--- src/rtl/mvm_scheduler_pkg.sv ---
// Shared types and sizing helpers for the MVM scheduler and its datapath.
package mvm_pkg;

  typedef enum logic [2:0] {
    IDLE,
    LOAD_A,
    LOAD_X,
    MAC,
    WRITE,
    OUT_PRIME,
    OUT
  } state_t;

  localparam int K_DEF     = 4;
  localparam int B_DEF     = 8;
  localparam int G_DEF     = 0;
  localparam int LOG_A_DEF = 4;
  localparam int LOG_X_DEF = 2;

  // Cycles spent per row: K operand reads, one drain cycle, plus pipeline depth.
  function automatic int P_OF(input int k, input int g);
    return k + 1 + g;
  endfunction

  function automatic int cnt_w(input int k);
    return $clog2(k * k + 1);
  endfunction

endpackage

--- src/rtl/mvm_scheduler_if.sv ---
// Command, input-stream and output-stream handshakes of the MVM scheduler.
interface mvm_scheduler_if;

  logic cmd_valid;
  logic cmd_reuse_a;
  logic cmd_ready;
  logic in_valid;
  logic in_ready;
  logic out_valid;
  logic out_last;
  logic out_ready;

  modport master (
    output cmd_valid, cmd_reuse_a, in_valid, out_ready,
    input  cmd_ready, in_ready, out_valid, out_last
  );

  modport slave (
    input  cmd_valid, cmd_reuse_a, in_valid, out_ready,
    output cmd_ready, in_ready, out_valid, out_last
  );

endinterface

--- src/rtl/mvm_scheduler.sv ---
// Sequences the shared MVM datapath: load A/x, overlapped row MACs, then
// stream y out under backpressure. All outputs decode registered state.
module mvm_scheduler
  import mvm_pkg::*;
#(
  parameter int K     = K_DEF,
  parameter int B     = B_DEF,
  parameter int G     = G_DEF,
  parameter int LOG_A = LOG_A_DEF,
  parameter int LOG_X = LOG_X_DEF
) (
  input  logic             clk,
  input  logic             reset,
  mvm_scheduler_if.slave   hs,
  output logic [LOG_A-1:0] addr_a,
  output logic             wr_en_a,
  output logic [LOG_X-1:0] addr_x,
  output logic             wr_en_x,
  output logic [LOG_X-1:0] addr_y,
  output logic             wr_en_y,
  output logic             clear_acc,
  output logic             busy
);

  localparam int P  = P_OF(K, G);
  localparam int CW = cnt_w(K);

  localparam logic [CW-1:0] KK_M1 = CW'(K * K - 1);
  localparam logic [CW-1:0] K_M1  = CW'(K - 1);
  localparam logic [CW-1:0] P_M1  = CW'(P - 1);

  if (LOG_A < $clog2(K * K) || LOG_X < $clog2(K) || B < 1 || G < 0) begin : g_bad_params
    $error("mvm_scheduler: address widths too narrow or illegal B/G");
  end

  state_t        state_reg;
  logic [CW-1:0] idx_reg;
  logic [CW-1:0] row_reg;
  logic [CW-1:0] cyc_reg;
  logic [CW-1:0] oidx_reg;
  logic          a_loaded_reg;

  always_ff @(posedge clk) begin
    if (reset) begin
      state_reg    <= IDLE;
      idx_reg      <= '0;
      row_reg      <= '0;
      cyc_reg      <= '0;
      oidx_reg     <= '0;
      a_loaded_reg <= 1'b0;
    end else begin
      case (state_reg)
        IDLE: begin
          if (hs.cmd_valid) begin
            idx_reg   <= '0;
            row_reg   <= '0;
            cyc_reg   <= '0;
            oidx_reg  <= '0;
            state_reg <= (hs.cmd_reuse_a && a_loaded_reg) ? LOAD_X : LOAD_A;
          end
        end
        LOAD_A: begin
          if (hs.in_valid) begin
            if (idx_reg == KK_M1) begin
              idx_reg      <= '0;
              a_loaded_reg <= 1'b1;
              state_reg    <= LOAD_X;
            end else begin
              idx_reg <= idx_reg + 1'b1;
            end
          end
        end
        LOAD_X: begin
          if (hs.in_valid) begin
            if (idx_reg == K_M1) begin
              idx_reg   <= '0;
              state_reg <= MAC;
            end else begin
              idx_reg <= idx_reg + 1'b1;
            end
          end
        end
        MAC: begin
          if (cyc_reg == P_M1) begin
            cyc_reg <= '0;
            if (row_reg == K_M1) begin
              state_reg <= WRITE;
            end else begin
              row_reg <= row_reg + 1'b1;
            end
          end else begin
            cyc_reg <= cyc_reg + 1'b1;
          end
        end
        WRITE:     state_reg <= OUT_PRIME;
        OUT_PRIME: state_reg <= OUT;
        OUT: begin
          if (hs.out_ready) begin
            if (oidx_reg == K_M1) begin
              oidx_reg  <= '0;
              state_reg <= IDLE;
            end else begin
              oidx_reg <= oidx_reg + 1'b1;
            end
          end
        end
        default: state_reg <= IDLE;
      endcase
    end
  end

  always_comb begin
    hs.cmd_ready = 1'b0;
    hs.in_ready  = 1'b0;
    hs.out_valid = 1'b0;
    hs.out_last  = 1'b0;
    addr_a       = '0;
    wr_en_a      = 1'b0;
    addr_x       = '0;
    wr_en_x      = 1'b0;
    addr_y       = '0;
    wr_en_y      = 1'b0;
    clear_acc    = 1'b0;
    busy         = 1'b0;
    if (!reset) begin
      busy = (state_reg != IDLE);
      case (state_reg)
        IDLE: hs.cmd_ready = 1'b1;
        LOAD_A: begin
          hs.in_ready = 1'b1;
          wr_en_a     = hs.in_valid;
          addr_a      = LOG_A'(idx_reg);
        end
        LOAD_X: begin
          hs.in_ready = 1'b1;
          wr_en_x     = hs.in_valid;
          addr_x      = LOG_X'(idx_reg);
        end
        MAC: begin
          clear_acc = (cyc_reg == '0);
          if (int'(cyc_reg) < K) begin
            addr_a = LOG_A'(int'(row_reg) * K + int'(cyc_reg));
            addr_x = LOG_X'(cyc_reg);
          end
          // c0 of row r+1 commits row r while the accumulator restarts
          if (cyc_reg == '0 && row_reg != '0) begin
            wr_en_y = 1'b1;
            addr_y  = LOG_X'(int'(row_reg) - 1);
          end
        end
        WRITE: begin
          wr_en_y = 1'b1;
          addr_y  = LOG_X'(K - 1);
        end
        OUT_PRIME: addr_y = '0;
        OUT: begin
          hs.out_valid = 1'b1;
          hs.out_last  = (oidx_reg == K_M1);
          // Read one ahead on accept so data_out refreshes every cycle
          addr_y       = LOG_X'(int'(oidx_reg) + int'(hs.out_ready));
        end
        default: ;
      endcase
    end
  end

endmodule

--- src/flat_wrapper.sv ---
// flat-port wrapper written by rule: the top's interface ports become plain ports
module mvm_scheduler_flat import mvm_pkg::*;
#(
  parameter int K     = K_DEF,
  parameter int B     = B_DEF,
  parameter int G     = G_DEF,
  parameter int LOG_A = LOG_A_DEF,
  parameter int LOG_X = LOG_X_DEF
)
  (clk, reset, addr_a, wr_en_a, addr_x, wr_en_x, addr_y, wr_en_y, clear_acc, busy, hs_cmd_valid, hs_cmd_reuse_a, hs_in_valid, hs_out_ready, hs_cmd_ready, hs_in_ready, hs_out_valid, hs_out_last);
  mvm_scheduler_if hs_i ();
  input  logic clk;
  input  logic reset;
  output logic [LOG_A-1:0] addr_a;
  output logic wr_en_a;
  output logic [LOG_X-1:0] addr_x;
  output logic wr_en_x;
  output logic [LOG_X-1:0] addr_y;
  output logic wr_en_y;
  output logic clear_acc;
  output logic busy;
  input wire logic [$bits(hs_i.cmd_valid)-1:0] hs_cmd_valid;
  input wire logic [$bits(hs_i.cmd_reuse_a)-1:0] hs_cmd_reuse_a;
  input wire logic [$bits(hs_i.in_valid)-1:0] hs_in_valid;
  input wire logic [$bits(hs_i.out_ready)-1:0] hs_out_ready;
  output wire logic [$bits(hs_i.cmd_ready)-1:0] hs_cmd_ready;
  output wire logic [$bits(hs_i.in_ready)-1:0] hs_in_ready;
  output wire logic [$bits(hs_i.out_valid)-1:0] hs_out_valid;
  output wire logic [$bits(hs_i.out_last)-1:0] hs_out_last;
  assign hs_i.cmd_valid = hs_cmd_valid;
  assign hs_i.cmd_reuse_a = hs_cmd_reuse_a;
  assign hs_i.in_valid = hs_in_valid;
  assign hs_i.out_ready = hs_out_ready;
  assign hs_cmd_ready = hs_i.cmd_ready;
  assign hs_in_ready = hs_i.in_ready;
  assign hs_out_valid = hs_i.out_valid;
  assign hs_out_last = hs_i.out_last;
  mvm_scheduler #(.K(K), .B(B), .G(G), .LOG_A(LOG_A), .LOG_X(LOG_X)) u_core (.clk(clk), .reset(reset), .hs(hs_i), .addr_a(addr_a), .wr_en_a(wr_en_a), .addr_x(addr_x), .wr_en_x(wr_en_x), .addr_y(addr_y), .wr_en_y(wr_en_y), .clear_acc(clear_acc), .busy(busy));
endmodule
--- config.mk ---
export PLATFORM = sky130hd
export DESIGN_NAME = mvm_scheduler_flat
export DESIGN_NICKNAME = d
export VERILOG_FILES = /design/src/rtl/mvm_scheduler_pkg.sv /design/src/rtl/mvm_scheduler_if.sv /design/src/rtl/mvm_scheduler.sv /design/src/flat_wrapper.sv
export SDC_FILE = /design/constraint.sdc
export NUM_CORES = 1
export LEC_CHECK = 0
export ABC_AREA = 0
export CAP_MARGIN = 5
export CORE_AREA = 2 2 85 62
export CTS_CLUSTER_DIAMETER = 150
export DETAILED_ROUTE_END_ITERATION = 7
export DIE_AREA = 0 0 87 64
export GPL_TIMING_DRIVEN = 0
export MAX_ROUTING_LAYER = met4
export PLACE_DENSITY = 0.65
export SETUP_SLACK_MARGIN = 0.2
export SLEW_MARGIN = 20
export SYNTH_ARGS = -nofsm -noshare
export SYNTH_HDL_FRONTEND = slang
export SYNTH_SLANG_ARGS = --single-unit
--- constraint.sdc ---
create_clock -name clk -period 1.91 [get_ports clk]
set_input_delay 0.382 -clock clk [delete_from_list [all_inputs] [get_ports clk]]
set_output_delay 0.382 -clock clk [all_outputs]
set_load 0.02 [all_outputs]
==> impl_metrics.py, run 1 <==
metrics = {
    "worst_setup_path": {
        "worst_path_largest_cell_delay_ns": 0.44,
        "reg_to_reg_setup_timing_slack_ns": 0.04,
        "critPathMaxFanout": 3,
        "path_buf_inv": 2,
        "crit_chain": "inv_2, ha_4, or4b_4, nand4_1, nor2_1, nor2_1, nor2_2, buf_6",
        "criticalPathCategory": "flip-flop to output port",
        "critical_path.top_delay_family": "simple AND/OR/NAND/NOR gates",
        "end_kind": "output port",
        "crit_arrival_ns": 1.78,
        "critPathMostFrequentCell": "sky130_fd_sc_hd__nor2_1",
        "timing.critical_path.slowest_stage_cell": "sky130_fd_sc_hd__or4b_4",
        "worst_setup_path_start_kind": "flip-flop",
        "required_time_of_the_critical_path_ns": 1.53,
    },
    "floorplanning": {
        "floorplan.io_pins": 23,
        "num_rows": 21,
        "dieArea_sq_um": 5570,
        "start_util": 0.352,
        "core_sq_um": 4700,
        "fp.dieW_microns": 87,
        "die_height_microns": 64,
    },
    "detailed_routing": {
        "num_vias": 1897,
        "ant_nets": 0,
        "total_detailed_routing_wirelength_mm": 5.78,
        "firstDrtPassIters": 5,
        "drt_first_iter_violations": 141,
        "routed_via_density": 5.48,
        "drt-wirelength-per-cell_microns": 16.7,
        "drc": 0,
    },
    "placement": {
        "placed_instances": 296,
        "dp_slack_ns": -1.08,
        "dp.final_hpwl_mm": 3.22,
        "finalWeightedCongestion": 0.865,
        "detailed_place.area_sq_um": 2040,
        "port_buffers": 22,
    },
    "status": {
        "outcome": "complete, but fails checks",
        "violations": "negative setup slack",
    },
    "clocking": {
        "clock-sinks": 24,
        "tritoncts_clock_tree": "yes",
        "clk_pin_slew_ns": 0.09,
        "cts.htree.levels": 1,
        "cts-root-buf": "sky130_fd_sc_hd__clkbuf_8",
        "ctsHoldBuffers": 0,
        "worst_skew_pair.late_latency_ns": 0.28,
        "tritoncts.num_buffers": 3,
        "clockBufferDepth": 2,
    },
    "worst_hold_path": {
        "timing.hold.worst.class": "flip-flop to flip-flop",
    },
    "yosys": {
        "syn_avg_cell_area_sq_um": 7.63,
        "synth_nets": 233,
        "synthesis.area_sq_um": 1660,
        "synthFlopType": "sky130_fd_sc_hd__dfxtp_1",
        "post_synthesis_sequential_area_ratio": 0.290,
        "synth.distinct_cells": 48,
        "synthesis.instances": 217,
        "edff_count_synth": 0,
        "synth-seq-cells": 24,
        "async_flop_share": 0,
        "ys.warnings.count": 0,
    },
    "grt": {
        "grt_first_pass_wirelength_mm": 8.45,
        "grt_max_degree": 14,
        "globalRouteTotalUtil": 0.198,
        "number_of_antenna_violations_at_the_first_check_in_global_routing": 0,
        "grt.overflow.total": 0,
        "grt_pass1_vias": 1740,
    },
    "pwr": {
        "leakage_nw": 1.22,
        "vdd_drop_max_mv": 0.475,
        "power_density_nw_per_um2": 887,
    },
    "cells_and_area": {
        "mostFrequentLayoutCells": "sky130_fd_sc_hd__buf_4 (36), sky130_fd_sc_hd__buf_6 (25), sky130_fd_sc_hd__nor2_1 (22)",
        "final_design_area_no_fill_sq_um": 3050,
        "final_cell_count_no_fill": 346,
        "final_core_util": 0.649,
        "diodes": 0,
        "finish.net_count": 306,
        "layout.cells.most_common": "sky130_fd_sc_hd__buf_4",
        "drive_above_1_share": 0.561,
        "layout-area-overhead-vs-synth_pct": 84.3,
    },
    "sta": {
        "timing.final.crit_period_ns": 2.16,
        "final-setup-viol-count": 11,
        "fin_setup_tns_ns": -1.00,
        "rsz0062_at_grt": "true",
        "post-route-period-util": 1.13,
        "max_freq_mhz": 462,
        "relSlewSlack": 0.765,
        "final.setup.worst_slack_ns": -0.254,
        "setup_skew_ns": 0.00299,
        "worst-slew-pin-transition_ns": 0.347,
        "hold_fails_final_rpt": 0,
        "slew_violations": 0,
    },
    "run": {
        "timing.max_cap.violations": 0,
    },
}
[synthesized netlist by cell type, drive strengths merged (2+ instances only)]
cell type	instances	area (sq um)
nand2b	6	37.5
nand3b	3	22.5
nand4	3	18.8
and2	5	31.3
xnor2	7	61.3
a21oi	18	93.8
o31ai	2	15.0
o211ai	2	15.0
a31oi	3	18.8
mux2i	2	20.0
xor2	3	26.3
nor2b	3	18.8
nor2	29	109
a211oi	2	15.0
nand3	9	45.0
dfxtp	24	480
a22oi	3	22.5
ha	10	125
nand2	19	71.3
or3	4	30.0
inv	12	45.0
nor3	6	35.0
o21ai	5	25.0
buf	4	18.8
o32ai	3	26.3
clkbuf	7	26.3
or4b	3	30.0
nor3b	2	15.0
and3	3	18.8
nor4	2	12.5
[worst reg2reg max path, delay by kind of cell (launching register included)]
family / cells / cell delay (ns)
AOI/OAI and AO/OA: 3 / 0.58
DFF: 1 / 0.34
buffers and inverters: 2 / 0.29
and+or+nand+nor: 2 / 0.57
[what timing repair did]
item	4_1_cts	5_1_grt
gates resized for setup	196	48
endpoints found under the setup margin	41	35
pin swaps	23	31
setup buffers	35	11
[path summary, 6_finish.rpt]
path | depth (start not counted) | from | to
worst max-delay path | 8 | u_core.row_reg[1] | addr_y[1]
worst min register to register | 2 | u_core.cyc_reg[4] | u_core.cyc_reg[4]
worst min-delay path | 2 | u_core.cyc_reg[4] | u_core.cyc_reg[4]
worst max register to register | 7 | u_core.state_reg[0] | u_core.state_reg[1]
[report_power, final]
group	switching [mW]	internal [mW]	total (mW)
Clock	0.179	0.185	0.364
Sequential	0.0393	0.559	0.599
Combinational	0.819	0.925	1.74
[through the flow]
step                      power, mW  hold WS, ns
after floorplan                1.20        0.437
after global placement         1.42        0.488
after detailed placement       1.43        0.490
after CTS                      2.34        0.534
after global routing           2.85        0.573
final                          2.71        0.554
[per-layer routing]
layer,wire length (microns),GRT usage
met1,2610,0.276
met4,14,0.0254
met5,0,-
met3,316,0.0362
met2,2840,0.308
[final cells by class]
type                    instances  area (sq um)
repair buffers                 68           648
inverters                      12          47.5
clock buffers                   4          55.1
fillers                       350          1650
multi-input cells             170          1520
plain buffers                  11           193
flip-flops and latches         24           514
well taps                      57          71.3
[cell families (layout without fill, tap and decap cells)]
logic type	after synthesis	after routing	synth area share
AND/OR/NAND/NOR	102	102	0.334
AO/OA/AOI/OAI	46	46	0.181
flip-flops	24	24	0.290
buffers and inverters	23	95	0.0544
adder cells (fa/ha/maj)	10	10	0.0755
XOR/XNOR	10	10	0.0529
multiplexers	2	2	0.0121
(Power assumes the default switching activity.)
==> run 2, diff against run 1 <==
--- a/config.mk
+++ b/config.mk
@@ -7,13 +7,13 @@
 export LEC_CHECK = 0
 export ABC_AREA = 0
 export CAP_MARGIN = 5
-export CORE_AREA = 2 2 85 62
+export CORE_AREA = 2 2 86 63
 export CTS_CLUSTER_DIAMETER = 150
 export DETAILED_ROUTE_END_ITERATION = 7
-export DIE_AREA = 0 0 87 64
+export DIE_AREA = 0 0 88 65
 export GPL_TIMING_DRIVEN = 0
 export MAX_ROUTING_LAYER = met4
-export PLACE_DENSITY = 0.65
+export PLACE_DENSITY = 0.64
 export SETUP_SLACK_MARGIN = 0.2
 export SLEW_MARGIN = 20
 export SYNTH_ARGS = -nofsm -noshare
==> impl_metrics.py, run 2 (synthesized netlist as in run 1, its figures left out) <==
metrics = {
    "status": {
        "outcome": "complete, but fails checks",
        "violations": "negative setup slack",
    },
    "worst_setup_path": {
        "criticalPathCategory": "flip-flop to output port",
        "crit_arrival_ns": 1.83,
        "worst_setup_path_start_kind": "flip-flop",
        "critPathMaxFanout": 3,
        "end_kind": "output port",
        "required_time_of_the_critical_path_ns": 1.53,
    },
    "detailed_routing": {
        "drt_first_iter_violations": 124,
        "num_vias": 1927,
        "total_detailed_routing_wirelength_mm": 5.95,
        "drc": 0,
        "firstDrtPassIters": 4,
        "ant_nets": 0,
        "routed_via_density": 5.22,
        "drt-wirelength-per-cell_microns": 16.1,
    },
    "clocking": {
        "tritoncts_clock_tree": "yes",
        "clock-sinks": 24,
        "ctsHoldBuffers": 0,
        "cts-root-buf": "sky130_fd_sc_hd__clkbuf_8",
        "cts.htree.levels": 1,
        "tritoncts.num_buffers": 3,
        "clk_pin_slew_ns": 0.10,
        "worst_skew_pair.late_latency_ns": 0.28,
        "clockBufferDepth": 2,
    },
    "floorplanning": {
        "die_height_microns": 65,
        "dieArea_sq_um": 5720,
        "fp.dieW_microns": 88,
        "core_sq_um": 4980,
        "floorplan.io_pins": 23,
        "start_util": 0.332,
        "num_rows": 22,
    },
    "cells_and_area": {
        "final_design_area_no_fill_sq_um": 3060,
        "final_core_util": 0.615,
        "drive_above_1_share": 0.556,
        "finish.net_count": 314,
        "layout.cells.most_common": "sky130_fd_sc_hd__buf_4",
        "diodes": 0,
        "final_cell_count_no_fill": 369,
        "layout-area-overhead-vs-synth_pct": 84.8,
        "mostFrequentLayoutCells": "sky130_fd_sc_hd__buf_4 (44), sky130_fd_sc_hd__buf_6 (27), sky130_fd_sc_hd__nor2_1 (24)",
    },
    "grt": {
        "globalRouteTotalUtil": 0.200,
        "grt_first_pass_wirelength_mm": 8.67,
        "grt_max_degree": 14,
        "grt_pass1_vias": 1755,
        "grt.overflow.total": 0,
        "number_of_antenna_violations_at_the_first_check_in_global_routing": 0,
    },
    "sta": {
        "max_freq_mhz": 453,
        "worst-slew-pin-transition_ns": 0.479,
        "rsz0062_at_grt": "true",
        "post-route-period-util": 1.16,
        "final-setup-viol-count": 9,
        "relSlewSlack": 0.677,
        "hold_fails_final_rpt": 0,
        "slew_violations": 0,
        "final.setup.worst_slack_ns": -0.299,
        "setup_skew_ns": 0.0129,
        "timing.final.crit_period_ns": 2.21,
    },
    "placement": {
        "detailed_place.area_sq_um": 2050,
        "dp.final_hpwl_mm": 3.14,
        "port_buffers": 22,
        "finalWeightedCongestion": 0.848,
        "placed_instances": 311,
    },
    "pwr": {
        "vdd_drop_max_mv": 0.434,
        "leakage_nw": 1.22,
        "power_density_nw_per_um2": 869,
        "finalPower_mw": 2.66,
    },
    "run": {
        "timing.max_cap.violations": 0,
    },
    "worst_hold_path": {
        "timing.hold.worst.class": "flip-flop to flip-flop",
    },
}
## run 2: changes by cell type in the layout (fill, tap and decap cells not counted), sizes merged
cell and delta:
buf +7, clkbuf +1, dlygate4sd2 +1, dlymetal6s2s -1
## run 2: layout make-up
class | instances | area (sq um)
plain buffers | 11 | 180
clock buffers | 4 | 55.1
fillers | 391 | 1920
inverters | 12 | 52.6
multi-input cells | 170 | 1490
flip-flops and latches | 24 | 514
well taps | 72 | 90.1
repair buffers | 76 | 677
## run 2: final timing paths
| kind | startpoint | end | slack, ns | cells past startpoint |
|---|---|---|---|---|
| worst max-delay path | u_core.row_reg[0] | addr_y[1] | -0.30 | 8 |
| worst max register to register | u_core.state_reg[1] | u_core.oidx_reg[4] | 0.03 | 9 |
| worst min register to register | u_core.cyc_reg[4] | u_core.cyc_reg[4] | 0.52 | 2 |
| worst min-delay path | u_core.cyc_reg[4] | u_core.cyc_reg[4] | 0.52 | 2 |
## run 2: per-layer routing
metal  track usage  share of wire  vias up
met5             -              0        -
met4        0.0442          0.025        0
li1              -              -      928
met2         0.316           0.48       70
met1         0.261           0.44      913
met3        0.0471          0.053       16
## run 2: metrics by stage
| step | hold WS [ns] | TNS, ns | setup slack [ns] |
|---|---|---|---|
| detailed placement | 0.481 | -17.35 | -1.11 |
| global placement | 0.483 | -17.15 | -1.09 |
| finish | 0.522 | -1.32 | -0.299 |
| global route | 0.563 | -2.39 | -0.392 |
| floorplan | 0.437 | 0 | 0.0493 |
| CTS | 0.509 | -0.884 | -0.203 |
## run 2: report_power, final
part / total [mW] / internal, mW / switching [mW]
clock: 0.362 / 0.185 / 0.178
sequential: 0.602 / 0.560 / 0.0424
combinational: 1.70 / 0.894 / 0.802
total: 2.66 / 1.64 / 1.02
## run 2: worst max-delay path, cell delays in order (launching register included)
cell                      delay (ns)
sky130_fd_sc_hd__dfxtp_4        0.36
sky130_fd_sc_hd__inv_2          0.04
sky130_fd_sc_hd__ha_2           0.15
sky130_fd_sc_hd__or4b_4         0.45
sky130_fd_sc_hd__nand4_1        0.16
sky130_fd_sc_hd__nor2_1         0.06
sky130_fd_sc_hd__nor2_1         0.14
sky130_fd_sc_hd__nor2_2         0.05
sky130_fd_sc_hd__buf_6          0.12
## run 2: what timing repair did
action                                  CTS  global route
buffers inserted                         33            21
gates resized for setup                 193            40
endpoints found under the setup margin   41            36
pin swaps                                23            27
